--- src/rtl/bus_xfer_ctrl.sv ---
// bus_xfer_ctrl
//   Sequences register-transfer requests onto the shared datapath bus. Each
//   request names a 5-bit source and destination code. A legal transfer drives
//   its source for two cycles (DRIVE, LATCH) and strobes its destination load in
//   the second cycle. A one-entry skid buffer holds the next transfer while the
//   current one runs.
//
// Ports
//   i_clock      single clock, rising edge
//   i_clear      asynchronous active-high reset
//   i_req_valid  transfer request present
//   i_req_src    source code (0..NSRC-1 legal)
//   i_req_dst    destination code (0..NDST-1 legal)
//   o_req_ready  request accepted when i_req_valid && o_req_ready
//   o_src_out    one-hot source drive enables
//   o_dst_in     one-hot destination load strobes
//   o_done       one-cycle pulse after a transfer's LATCH cycle
//   o_err        one-cycle pulse after an illegal request is accepted
//   o_busy       FSM active or buffer occupied
module bus_xfer_ctrl #(
  parameter int unsigned NSRC = 24,
  parameter int unsigned NDST = 25
) (
  input  logic            i_clock,
  input  logic            i_clear,
  input  logic            i_req_valid,
  input  logic [4:0]      i_req_src,
  input  logic [4:0]      i_req_dst,
  output logic            o_req_ready,
  output logic [NSRC-1:0] o_src_out,
  output logic [NDST-1:0] o_dst_in,
  output logic            o_done,
  output logic            o_err,
  output logic            o_busy
);

  typedef enum logic [1:0] {StIdle, StDrive, StLatch} state_e;

  state_e     r_state;
  state_e     w_state_next;
  logic [4:0] r_cur_src;
  logic [4:0] r_cur_dst;
  logic [4:0] r_buf_src;
  logic [4:0] r_buf_dst;
  logic       r_buf_valid;
  logic       r_done;
  logic       r_err;

  logic       w_accept;
  logic       w_req_legal;
  logic       w_pop;
  logic       w_push;
  logic       w_start_new;

  // Ready depends only on buffer occupancy, never on the request itself.
  assign o_req_ready = !r_buf_valid;
  assign w_accept    = i_req_valid && o_req_ready;
  assign w_req_legal = (32'(i_req_src) < NSRC) && (32'(i_req_dst) < NDST);

  // The buffer issues whenever the FSM is free to start (IDLE or leaving LATCH),
  // so a buffered request always wins over the input port.
  assign w_pop       = r_buf_valid && (r_state != StDrive);
  // Idle with an empty buffer: a legal request bypasses the buffer.
  assign w_start_new = (r_state == StIdle) && w_accept && w_req_legal;
  // Illegal requests complete the handshake but never enter the buffer.
  assign w_push      = w_accept && w_req_legal && (r_state != StIdle);

  // State register
  always_ff @(posedge i_clock or posedge i_clear) begin
    if (i_clear) begin
      r_state <= StIdle;
    end else begin
      r_state <= w_state_next;
    end
  end

  // Next-state logic
  always_comb begin
    w_state_next = r_state;
    unique case (r_state)
      StIdle:  if (w_pop || w_start_new) w_state_next = StDrive;
      StDrive: w_state_next = StLatch;
      StLatch: w_state_next = w_pop ? StDrive : StIdle;
      default: w_state_next = StIdle;
    endcase
  end

  // Current transfer, skid buffer and registered pulses
  always_ff @(posedge i_clock or posedge i_clear) begin
    if (i_clear) begin
      r_cur_src   <= '0;
      r_cur_dst   <= '0;
      r_buf_src   <= '0;
      r_buf_dst   <= '0;
      r_buf_valid <= 1'b0;
      r_done      <= 1'b0;
      r_err       <= 1'b0;
    end else begin
      if (w_pop) begin
        r_cur_src <= r_buf_src;
        r_cur_dst <= r_buf_dst;
      end else if (w_start_new) begin
        r_cur_src <= i_req_src;
        r_cur_dst <= i_req_dst;
      end
      // Push requires an empty buffer and pop a full one, so they never coincide.
      if (w_push) begin
        r_buf_valid <= 1'b1;
        r_buf_src   <= i_req_src;
        r_buf_dst   <= i_req_dst;
      end else if (w_pop) begin
        r_buf_valid <= 1'b0;
      end
      r_done <= (r_state == StLatch);
      r_err  <= w_accept && !w_req_legal;
    end
  end

  // Output decode from registered state only
  always_comb begin
    o_src_out = '0;
    o_dst_in  = '0;
    for (int i = 0; i < NSRC; i++) begin
      o_src_out[i] = (r_state != StIdle) && (r_cur_src == 5'(i));
    end
    for (int i = 0; i < NDST; i++) begin
      o_dst_in[i] = (r_state == StLatch) && (r_cur_dst == 5'(i));
    end
  end

  assign o_done = r_done;
  assign o_err  = r_err;
  assign o_busy = (r_state != StIdle) || r_buf_valid;

endmodule
--- config.mk ---
export PLATFORM = sky130hd
export DESIGN_NAME = bus_xfer_ctrl
export DESIGN_NICKNAME = d
export VERILOG_FILES = /design/src/rtl/bus_xfer_ctrl.sv
export SDC_FILE = /design/constraint.sdc
export NUM_CORES = 1
export LEC_CHECK = 0
export BUFFER_PORTS_ARGS = -buffer_cell sky130_fd_sc_hd__buf_4
export CORE_ASPECT_RATIO = 2
export CORE_MARGIN = 4
export CORE_UTILIZATION = 47
export CTS_CLUSTER_SIZE = 10
export DETAILED_ROUTE_END_ITERATION = 6
export PLACE_DENSITY_LB_ADDON = 0.25
export SYNTH_ARGS = -nofsm -noshare
export SYNTH_HDL_FRONTEND = slang
export SYNTH_SLANG_ARGS = --single-unit
--- constraint.sdc ---
create_clock -name i_clock -period 2.3 [get_ports i_clock]
set_input_delay 0.115 -clock i_clock [delete_from_list [all_inputs] [get_ports i_clock]]
set_output_delay 0.115 -clock i_clock [all_outputs]
set_load 0.01 [all_outputs]
==> impl_metrics.env <==
export IMPL_status="finished, final reports clean"
export IMPL_path_cells="nor2_1 > buf_4 > or4b_2 > nor2_1 > buf_4"
export IMPL_endpoint_kind="output port"
export IMPL_ant_nets=0
export IMPL_relSlewSlack=0.3973
export IMPL_regArea_sq_um=625.6
export IMPL_leakage_uw=0.0009753
export IMPL_rows=28
export IMPL_start_kind="register"
export IMPL_grt_max_degree=26
export IMPL_cp_required_ns=2.18
export IMPL_yosys_warnings=0
export IMPL_cts_root_buffer="clkbuf_8"
export IMPL_clockBufferDepth=2
export IMPL_numPortBuffers=65
export IMPL_die_x_um=47.77
export IMPL_drc=0
export IMPL_first_iter_violations=44
export IMPL_dieArea_sq_um=4181
export IMPL_cp_arrival_ns=1.97
export IMPL_initial_core_util=0.4934
export IMPL_min_path_type="in -> async"
export IMPL_syn_area_per_cell_sq_um=9.119
export IMPL_power_uw=2274
export IMPL_io_pins=66
export IMPL_grt_pass1_wl_um=6361
export IMPL_drv_slew=0
export IMPL_synth_enable_flop_cells=0
export IMPL_tns_ns=0
export IMPL_routedWlPerCell_um=15.81
export IMPL_fin_worst_skew_ns=0.002388
export IMPL_gp_congestion=0.7914
export IMPL_rsz0062_at_grt="false"
export IMPL_synth_commonest_cells="48 x nor2_1, 25 x dfrtp_1, 10 x o221a_2"
export IMPL_synthMostInstantiatedCell="nor2_1"
export IMPL_post_cts_buffers=0
export IMPL_synth_cells=163
export IMPL_coreArea_sq_um=3013
export IMPL_path_max_fanout=8
export IMPL_dr_total_vias=1521
export IMPL_synth_distinct_cells=34
export IMPL_tightest_slew_ns=0.9030
export IMPL_grt_pass1_vias=1429
export IMPL_synth_nets=176
export IMPL_ir_drop_uv=648.9
export IMPL_ys_ff_latch=25
export IMPL_fin_crit_ns=2.087
export IMPL_cap_violations=0
export IMPL_yosys_area_top_type_share=0.4209
export IMPL_cts_hold_buf=0
export IMPL_area_growth_pct=38.38
export IMPL_yosysSeqAreaShare=0.4209
export IMPL_routed_wl_um=4110
export IMPL_antenna_found_initial=0
export IMPL_nets=244
export IMPL_clkSinkCount=25
export IMPL_avgViaCountPerCell=5.850
export IMPL_grt_overflow=0
export IMPL_synthFlopType="dfrtp_1"
export IMPL_clk_pin_slew_ns=0.08
export IMPL_antennaDiodeCount=0
export IMPL_slowest_delay_ns=0.67
export IMPL_synth_area_sq_um=1486
export IMPL_cts_buffers_inserted=3
export IMPL_max_freq_mhz=479.1
export IMPL_cts_tree="yes"
export IMPL_setup_viol=0
export IMPL_cp_slowest_cell="or4b_2"
export IMPL_filler_cell_count=241
export IMPL_yosysTopAreaCell="dfrtp_1"
export IMPL_crit_type="reg -> out"
export IMPL_synthArstFlopShare=1.000
export IMPL_multiInputGateArea_sq_um=819.5
export IMPL_drive_above_1_share=0.4174
export IMPL_dr_pass1_iters=4
export IMPL_dp_hpwl_um=3363
export IMPL_cts_htree_levels=1
export IMPL_postCtsResizedCells=0
export IMPL_powerDensity_nw_per_um2=1105
export IMPL_insertion_delay_ns=0.26
export IMPL_final_hold_viol_count=0
export IMPL_grt_use_total=0.2060
export IMPL_synth_top_cells_by_area="dfrtp_1 42%, nor2_1 12%, mux2_4 8.1%"
export IMPL_die_h_um=87.53
export IMPL_post_route_period_util=0.9076
[cells by family (layout without fill, tap and decap cells)]
group           Yosys count  count (layout)  share of synthesized area
simple gates            102             102                     0.3468
flops                    25              25                     0.4209
compound gates           19              19                     0.1237
buf+inv                   9              76                    0.02778
mux                       8               8                    0.08081
[placed cells by master (no fill, tap or decap), types with 3 or more instances in the layout]
cell      instances
buf_4            69
nor2_1           48
dfrtp_1          25
o221a_2          10
or3_1             9
nand2_1           9
mux2_4            8
nand2b_1          6
nor3_1            5
nand4_1           4
nor2b_1           3
clkbuf_8          3
[cell type report]
type	count	area share
Sequential cell	25	0.3041
Multi-Input combinational cell	129	0.3984
Timing Repair Buffer	69	0.2518
Inverter	3	0.005474
Tap cell	30	0.01825
Clock buffer	4	0.02190
[worst max-delay path, delay by kind of cell, from the launching register on]
family / cells / cell delay, ns
flip-flops: 1 / 0.49
buffers and inverters: 2 / 0.30
AND/OR/NAND/NOR: 3 / 0.91
[power by group]
part	internal (uW)	switching, uW
combinational	581	549
clock	123	124
sequential	656	241
total	1360	913
[worst paths after layout]
kind	cells after the start	start	slack, ns	to
max	5	r_state[1]	0.21	o_src_out[5]
min	2	i_clear	0.05	r_cur_dst[0]
max reg2reg	3	r_state[1]	0.37	r_cur_dst[2]
min reg2reg	1	r_buf_src[4]	0.51	r_buf_src[4]
max in group asynchronous	2	i_clear	1.70	o_done
min in group i_clock	2	i_req_src[2]	0.10	r_buf_src[2]
[flip-flops by register name (all words and copies together) (netlist names)]
signal       flops
r_state          2
r_buf_valid      1
r_buf_src        5
o_done           1
r_buf_dst        5
r_cur_dst        5
o_err            1
r_cur_src        5
[per-layer routing]
metal,vias up,track usage,routed length (um)
met3,10,0.02881,401
met2,81,0.3860,2156
met1,712,0.2026,1447
met5,-,0,0
li1,718,-,-
met4,0,0.09314,105
[per-stage QoR]
step                utilization  setup WS, ns  instance area, sq um  hold slack, ns  std cells
finish                   0.6827        0.2125                  2057         0.04821        260
detailed placement       0.6678        0.3367                  2012          0.3538        256
CTS                      0.6827        0.2198                  2057         0.07632        260
global placement         0.6678        0.3964                  2012          0.3460        256
global route             0.6827        0.1145                  2057         0.08182        260
floorplan                     -        0.4910                  1486          0.1423        163
(Power assumes the default switching activity.)
